**src/rtl/ysyx_23060180_mem_arbiter.sv**
```systemverilog
// Round-robin arbiter sharing one memory port between the IFU and the LSU.
// One request in flight at a time; a WAIT-state timeout returns an error response.
module ysyx_23060180_mem_arbiter #(
  parameter int AW      = 32,
  parameter int DW      = 32,
  parameter int TIMEOUT = 255
) (
  input  logic            clk,
  input  logic            rst_in,
  input  logic            ifu_req,
  input  logic [AW-1:0]   ifu_addr,
  output logic            ifu_gnt,
  output logic            ifu_rvalid,
  output logic [DW-1:0]   ifu_rdata,
  output logic            ifu_err,
  input  logic            lsu_req,
  input  logic            lsu_we,
  input  logic [AW-1:0]   lsu_addr,
  input  logic [DW-1:0]   lsu_wdata,
  input  logic [DW/8-1:0] lsu_wmask,
  output logic            lsu_gnt,
  output logic            lsu_rvalid,
  output logic [DW-1:0]   lsu_rdata,
  output logic            lsu_err,
  output logic            mem_req,
  output logic            mem_we,
  output logic [AW-1:0]   mem_addr,
  output logic [DW-1:0]   mem_wdata,
  output logic [DW/8-1:0] mem_wmask,
  input  logic            mem_gnt,
  input  logic            mem_rvalid,
  input  logic [DW-1:0]   mem_rdata
);

  localparam int MW = DW / 8;
  localparam int CW = (TIMEOUT > 0) ? $clog2(TIMEOUT + 1) : 1;
  localparam logic [CW-1:0] CNT_LAST = (TIMEOUT > 0) ? CW'(TIMEOUT - 1) : '0;

  typedef enum logic [1:0] {IDLE, ADDR, WAIT} state_t;

  state_t          state, state_nxt;
  logic            owner;      // 0 = IFU, 1 = LSU
  logic            last;
  logic            req_we;
  logic [AW-1:0]   req_addr;
  logic [DW-1:0]   req_wdata;
  logic [MW-1:0]   req_wmask;
  logic [CW-1:0]   cnt;

  logic            sel_lsu;
  logic            take;
  logic            resp_vld;
  logic            resp_err;
  logic [DW-1:0]   resp_data;

  always_comb begin
    state_nxt = state;
    sel_lsu   = 1'b0;
    take      = 1'b0;
    mem_req   = 1'b0;
    resp_vld  = 1'b0;
    resp_err  = 1'b0;
    resp_data = '0;
    case (state)
      IDLE: begin
        if (ifu_req || lsu_req) begin
          // On a tie the requester that did not win last time goes first.
          sel_lsu   = lsu_req && (!ifu_req || !last);
          take      = 1'b1;
          state_nxt = ADDR;
        end
      end
      ADDR: begin
        mem_req = 1'b1;
        if (mem_gnt) state_nxt = WAIT;
      end
      WAIT: begin
        if (mem_rvalid) begin
          resp_vld  = 1'b1;
          resp_data = req_we ? '0 : mem_rdata;
          state_nxt = IDLE;
        end else if (TIMEOUT != 0 && cnt == CNT_LAST) begin
          resp_vld  = 1'b1;
          resp_err  = 1'b1;
          state_nxt = IDLE;
        end
      end
      default: state_nxt = IDLE;
    endcase
  end

  assign ifu_gnt    = take && !sel_lsu;
  assign lsu_gnt    = take && sel_lsu;
  assign ifu_rvalid = resp_vld && !owner;
  assign lsu_rvalid = resp_vld && owner;
  assign ifu_err    = resp_err && !owner;
  assign lsu_err    = resp_err && owner;
  assign ifu_rdata  = owner ? '0 : resp_data;
  assign lsu_rdata  = owner ? resp_data : '0;
  assign mem_we     = req_we;
  assign mem_addr   = req_addr;
  assign mem_wdata  = req_wdata;
  assign mem_wmask  = req_wmask;

  always_ff @(posedge clk) begin
    if (rst_in) begin
      state     <= IDLE;
      owner     <= 1'b0;
      last      <= 1'b1;
      req_we    <= 1'b0;
      req_addr  <= '0;
      req_wdata <= '0;
      req_wmask <= '0;
      cnt       <= '0;
    end else begin
      state <= state_nxt;
      if (take) begin
        owner     <= sel_lsu;
        last      <= sel_lsu;
        req_we    <= sel_lsu ? lsu_we : 1'b0;
        req_addr  <= sel_lsu ? lsu_addr : ifu_addr;
        req_wdata <= sel_lsu ? lsu_wdata : '0;
        req_wmask <= sel_lsu ? lsu_wmask : '0;
      end
      if (state == ADDR && mem_gnt) cnt <= '0;
      else if (state == WAIT)       cnt <= cnt + CW'(1);
    end
  end

endmodule
```
**config.mk**
```make
export PLATFORM = sky130hd
export DESIGN_NAME = ysyx_23060180_mem_arbiter
export DESIGN_NICKNAME = d
export VERILOG_FILES = /design/src/rtl/ysyx_23060180_mem_arbiter.sv
export SDC_FILE = /design/constraint.sdc
export NUM_CORES = 1
export LEC_CHECK = 0
export ABC_CLOCK_PERIOD_IN_PS = 3800
export BUFFER_PORTS_ARGS = -buffer_cell sky130_fd_sc_hd__buf_4
export CAP_MARGIN = 30
export CORE_AREA = 2 2 109 111
export CTS_BUF_LIST = sky130_fd_sc_hd__clkbuf_16
export CTS_CLUSTER_DIAMETER = 200
export DETAILED_ROUTE_END_ITERATION = 7
export DIE_AREA = 0 0 111 113
export HOLD_SLACK_MARGIN = 0.03
export PLACE_DENSITY = 0.72
export SETUP_SLACK_MARGIN = 0.4
export SYNTH_ARGS = -nofsm -noshare
export SYNTH_HDL_FRONTEND = slang
export SYNTH_SLANG_ARGS = --single-unit
```
**constraint.sdc**
```tcl
create_clock -name clk -period 3.8 [get_ports clk]
set_input_delay 0.38 -clock clk [delete_from_list [all_inputs] [get_ports clk]]
set_output_delay 0.38 -clock clk [all_outputs]
set_load 0.1 [all_outputs]
```
==> results of run 1 <==
-- Yosys cell counts, types with 2 or more instances --
| cell type | count |
|---|---|
| dfxtp_1 | 81 |
| a21oi_1 | 77 |
| and2_1 | 64 |
| nand3_1 | 38 |
| o21ai_0 | 38 |
| inv_1 | 33 |
| a2111oi_2 | 29 |
| clkbuf_1 | 26 |
| nor3_2 | 21 |
| buf_2 | 17 |
| nor3_1 | 15 |
| nor2_1 | 7 |
| nand2_1 | 5 |
| nand2b_1 | 4 |
| a2111oi_0 | 3 |
| buf_4 | 3 |
| buf_6 | 3 |
| nand3b_1 | 3 |
| nand4_1 | 3 |
| o21ai_1 | 3 |
| or3_1 | 3 |
| ha_1 | 2 |
| nor2b_1 | 2 |
| o31ai_1 | 2 |
| or2_2 | 2 |
| or4_1 | 2 |
-- critical path: cells and delay by family, from the launching register on --
kind                   cells  cell delay, ns
AND/OR/NAND/NOR            3            0.72
buffers and inverters      2            0.56
flip-flops                 1            0.52
-- kinds of logic after synthesis --
kind of cell               synth area share (%)
AOI/OAI and AO/OA                          26.1
and+or+nand+nor                            25.5
buffers and inverters                      8.82
xor gates and xnor gates                  0.416
DFF                                        38.5
adders and majority gates                 0.594
-- layout make-up --
type | instances | area (sq um) | share of cell area (%)
Inverter | 34 | 128 | 1.92
Tap cell | 143 | 179 | 2.70
Multi-Input combinational cell | 333 | 2250 | 33.9
Clock buffer | 9 | 225 | 3.39
Clock inverter | 7 | 60.1 | 0.905
Timing Repair Buffer | 287 | 2170 | 32.7
Sequential cell | 81 | 1620 | 24.4
-- routing by layer --
layer | global-route usage, % | wire [um]
met1 | 24.8 | 5730
met4 | 5.08 | 221
met5 | 0 | 0
met2 | 36.9 | 7260
met3 | 6.64 | 1020
-- power by group --
| part | switching (mW) | leakage [nW] | internal, mW |
|---|---|---|---|
| Clock | 0.374 | 0.136 | 0.455 |
| Combinational | 0.788 | 2.23 | 0.287 |
| Sequential | 0.0439 | 0.665 | 0.918 |
-- metrics by stage --
| stage | setup WS, ns | util, % |
|---|---|---|
| after floorplan | 0.629 | - |
| after global placement | 1.63 | 56.1 |
| after detailed placement | 1.60 | 56.3 |
| after CTS | 1.25 | 58.9 |
| after global routing | 1.08 | 58.9 |
| final | 1.27 | 58.9 |
-- path summary, 6_finish.rpt --
check                                            endpoint  depth (start not counted)                 startpoint
worst min-delay path            mem_addr[18]$_SDFFE_PP0N_                          3               lsu_addr[18]
worst max register to register  mem_addr[10]$_SDFFE_PP0N_                          4      state[1]$_SDFFE_PP0P_
worst max-delay path                        ifu_rdata[10]                          5      state[1]$_SDFFE_PP0P_
worst min register to register  mem_wmask[0]$_SDFFE_PP0N_                          2  mem_wmask[0]$_SDFFE_PP0N_
-- registers in the layout (all words and copies together) (netlist names) --
register and cells:
mem_addr 32, mem_wdata 32, cnt 8, mem_wmask 4
state 2, last 1, mem_we 1, owner 1
==> summary.md, run 1 <==
| Metric | Value |
|---|---|
| Post-CTS Setup Repair Bufs | 0 |
| Max Cap Violations | 0 |
| Share of cells above drive strength 1 | 48.1% |
| Synth top area cells | dfxtp_1 38%, a2111oi_2 10%, and2_1 9.5% |
| DRC viols | 0 |
| Ports | 279 |
| Post-Layout Cell Count | 894 |
| CTS tree | built |
| Most used cell, CP | buf_4 |
| Synth area leader | dfxtp_1 |
| Total routed wirelength | 14.2 mm |
| Detailed placer's ending HPWL | 10.5 mm |
| Post-Place Cell Area | 6350 sq um |
| Post-cts sizing count | 0 |
| CTS max path bufs | 2 |
| TNS Setup | 0 ns |
| Largest net degree at the start of global routing | 76 |
| Power Total | 2.87 mW |
| Register area share after synthesis | 38.5% |
| Initial DRC count | 281 |
| Flops & latches, synth | 81 |
| # H-tree levels | 3 |
| N_diodes | 0 |
| Slowest stage cell, crit path | dfxtp_1 |
| Antenna-violating nets left | 0 |
| Vias | 4618 |
| Total GRT Usage | 20.9% |
| CP Class | flop to primary output |
| Die H | 113 um |
| Cells after Synth | 498 |
| Wire per inst | 15.9 um |
| Setup slack, reg-to-reg | 1.72 ns |
| Actual slew at the worst max-slew pin | 0.978 ns |
| Yosys warnings | 0 |
| Clock root buffer | clkbuf_16 |
| Initial antenna violation count | 0 |
| WP data arrival | 2.15 ns |
| CORE AREA | 11300 sq um |
| CP cell instances | nand2b_1 -> nor3_2 -> buf_4 -> and2_1 -> buf_4 |
| Clock Pin Slew Worst Setup and Hold Paths | 0.06 ns |
| Worst path required time | 3.42 ns |
| Slew HR | 34.8% |
| Synth top area share | 38.5% |
| Die area | 12500 sq um |
| Max IR drop VDD | 0.000269 V |
| Vias in the first global route | 4539 |
| Clock Skews | 0.00705 ns |
| Gpl congestion | 0.836 |
| RSZ-0062 raised after global routing | false |
| Num Clock Sinks | 81 |
| Die Span X | 111 um |
| Synth Cell Area | 4210 sq um |
| # fillers | 1015 |
| TritonCTS buffer count | 9 |
| Vias per cell | 5.17 |
| Final hold viol count | 0 |
| Syn-to-layout area delta | 57.5% |
| Final nets | 887 |
| Max Fclk | 0.395 GHz |
| Most frequent cells in the layout | 285 x buf_4, 81 x dfxtp_1, 77 x a21oi_1, 64 x and2_1 |
| First-pass GRT wire length | 22.1 mm |
| IO Port Bufs | 278 |
| Cell count after placement | 878 |
| CP max stage delay | 0.52 ns |
| Top_reg_cell synth | dfxtp_1 |
| Overflow left after global routing | 0 |
| Setup-failing EPs final | 0 |
| Asr flop ratio synth | 0% |
| Crit path max fanout | 32 |
| Unique masters post-synth | 38 |
| Initial Util | 37.4% |
| Syn Area/Cell | 8.46 sq um |
| PD cells | 432 nW/um^2 |
| Fin crit share | 66.5% |
| Worst-Skew Late Latency | 0.33 ns |
| Design area | 6630 sq um |
| CP Launch Type | flop |
| Final max-slew violation count | 0 |
| Fin crit period | 2.53 ns |
| Cts hold-fix bufs | 0 |
| LEAKAGE | 3.03 nW |
| Syn nets | 639 |
| CP endpoint kind | primary output |
| Row count | 39 |
| Hold_ws | 0.314 ns |
| Worst min-delay path class | input pin to flop |
| Outcome | finished clean |
| Commonest non-fill, non-tap cell in the layout | buf_4 |
| DR pass1 iterations | 5 |
| Post-synth EDFFs | 0 |
Power figures use the tool's default switching activity.
==> run 2, diff against run 1 <==
Settings changed: ABC_CLOCK_PERIOD_IN_PS 3800 to 2650.
Clock period 3.8 ns to 2.65 ns, I/O delays scaled along.
==> summary.md, run 2 (synthesis gave the netlist of run 1 again) <==
| Metric | Value |
|---|---|
| Outcome | finished clean |
| Num Clock Sinks | 81 (unchanged) |
| Fin crit period | 2.15 ns |
| Row count | 39 (unchanged) |
| Cell count after placement | 881 (+0.34%) |
| Initial Util | 37.4% (unchanged) |
| Total routed wirelength | 14.9 mm (+4.9%) |
| Clock Skews | 0.00667 ns (-0.000378 ns) |
| Clock root buffer | clkbuf_16 |
| Worst-Skew Late Latency | 0.33 ns (about the same) |
| Largest net degree at the start of global routing | 51 (-33%) |
| DRC viols | 0 (unchanged) |
| CTS max path bufs | 2 (unchanged) |
| CORE AREA | 11300 sq um (unchanged) |
| Cts hold-fix bufs | 0 (unchanged) |
| Die Span X | 111 um (unchanged) |
| CP Class | flop to primary output |
| Max Cap Violations | 0 (unchanged) |
| Post-Layout Cell Count | 897 (+0.34%) |
| Die H | 113 um (unchanged) |
| # H-tree levels | 3 (unchanged) |
| Final nets | 890 (+0.34%) |
| DR pass1 iterations | 4 (-1) |
| Hold_ws | 0.195 ns (-0.119 ns) |
| Ports | 279 (unchanged) |
| Max Fclk | 0.465 GHz |
| LEAKAGE | 3.12 nW (+2.9%) |
| Syn-to-layout area delta | 60.9% |
| IO Port Bufs | 278 (unchanged) |
| Final max-slew violation count | 0 (unchanged) |
| Vias | 4648 (+0.65%) |
| Die area | 12500 sq um (unchanged) |
| Overflow left after global routing | 0 (unchanged) |
| RSZ-0062 raised after global routing | false |
| Max IR drop VDD | 0.000453 V (+68%) |
| First-pass GRT wire length | 23.7 mm (+7.2%) |
| Vias per cell | 5.18 (+0.31%) |
| CP endpoint kind | primary output |
| # fillers | 1002 (-1.3%) |
| Wire per inst | 16.6 um (+4.6%) |
| WP data arrival | 1.89 ns (-0.26 ns) |
| CP Launch Type | flop |
| N_diodes | 0 (unchanged) |
| Share of cells above drive strength 1 | 56.9% (+8.8 points) |
| Final setup margin | 0.499 ns (-0.773 ns) |
| Post-Place Cell Area | 6450 sq um (+1.5%) |
| Fin crit share | 81.2% |
| Commonest non-fill, non-tap cell in the layout | buf_4 |
| Place WS | 0.586 ns (-1.01 ns) |
| Worst path required time | 2.38 ns (-1.04 ns) |
| Post-layout util | 60.1% (+1.3 points) |
| Design area | 6780 sq um (+2.2%) |
| Setup-failing EPs final | 0 (unchanged) |
| CTS tree | built |
| Multi-input combinational cell area | 2350 sq um (+4.3%) |
| Crit path max fanout | 7 (-78%) |
| Total GRT Usage | 22.7% (+1.8 points) |
| Initial DRC count | 322 (+15%) |
| Final hold viol count | 0 (unchanged) |
| Reg area | 1620 sq um (about the same) |
| Slew HR | 55.9% (+21 points) |
| Gpl congestion | 0.873 (+4.4%) |
| Setup slack, reg-to-reg | 0.78 ns (-0.94 ns) |
| Detailed placer's ending HPWL | 11.0 mm (+4.1%) |
| Power Total | 4.28 mW (+49%) |
| Worst min-delay path class | input pin to flop |
| PD cells | 631 nW/um^2 (+46%) |
| Most frequent cells in the layout | 289 x buf_4, 80 x dfxtp_1, 77 x a21oi_1, 60 x and2_2 |
| Clock Pin Slew Worst Setup and Hold Paths | 0.07 ns (about the same) |
| Vias in the first global route | 4725 (+4.1%) |
| TNS Setup | 0 ns (unchanged) |
| TritonCTS buffer count | 9 (unchanged) |
| Antenna-violating nets left | 0 (unchanged) |
| Actual slew at the worst max-slew pin | 0.662 ns (-0.317 ns) |
| Initial antenna violation count | 0 (unchanged) |
==> run 2: changes by cell type in the layout (fill, tap and decap cells not counted), sizes merged <==
cell and delta:
buf +3, bufinv +2, clkinv +2, clkinvlp -2
inv -2
==> run 2: path summary, 6_finish.rpt <==
path | startpoint | cells past startpoint | end
worst min-delay path | lsu_addr[28] | 3 | mem_addr[28]$_SDFFE_PP0N_
worst min register to register | mem_wdata[24]$_SDFFE_PP0N_ | 2 | mem_wdata[24]$_SDFFE_PP0N_
worst max register to register | state[0]$_SDFFE_PP0P_ | 5 | mem_addr[1]$_SDFFE_PP0N_
worst max-delay path | cnt[3]$_SDFFE_PP0P_ | 4 | ifu_err
==> run 2: critical path, cell delays in order, from the launching register on <==
cell	delay [ns]
dfxtp_1	0.43
and4_1	0.25
nand4_1	0.21
nor4_2	0.30
buf_4	0.36
==> run 2: area by class of cell <==
type | instances | area share, %
Tap cell | 143 | 2.64
Timing Repair Buffer | 290 | 32.2
Clock buffer | 9 | 3.32
Clock inverter | 7 | 1.40
Inverter | 34 | 1.88
Multi-Input combinational cell | 333 | 34.6
Sequential cell | 81 | 23.9
==> run 2: metal layers <==
layer	track usage (%)	share of wire [%]	vias to the layer above
met2	38.1	49	147
met1	29.4	43	2235
met4	6.50	1.2	0
met3	5.30	6.1	16
li1	-	-	2250
met5	0	0	-
==> run 2: timing repair <==
item,4_1_cts,5_1_grt
resized for setup,2,2
setup buffers,0,0
cloned,0,0
setup endpoints to repair,32,64
==> run 2: report_power, final <==
group          switching (mW)  internal [mW]  leakage [nW]
Combinational            1.14          0.414          2.29
Sequential             0.0610           1.32         0.666
Clock                   0.520          0.827         0.161
Total                    1.72           2.56          3.12
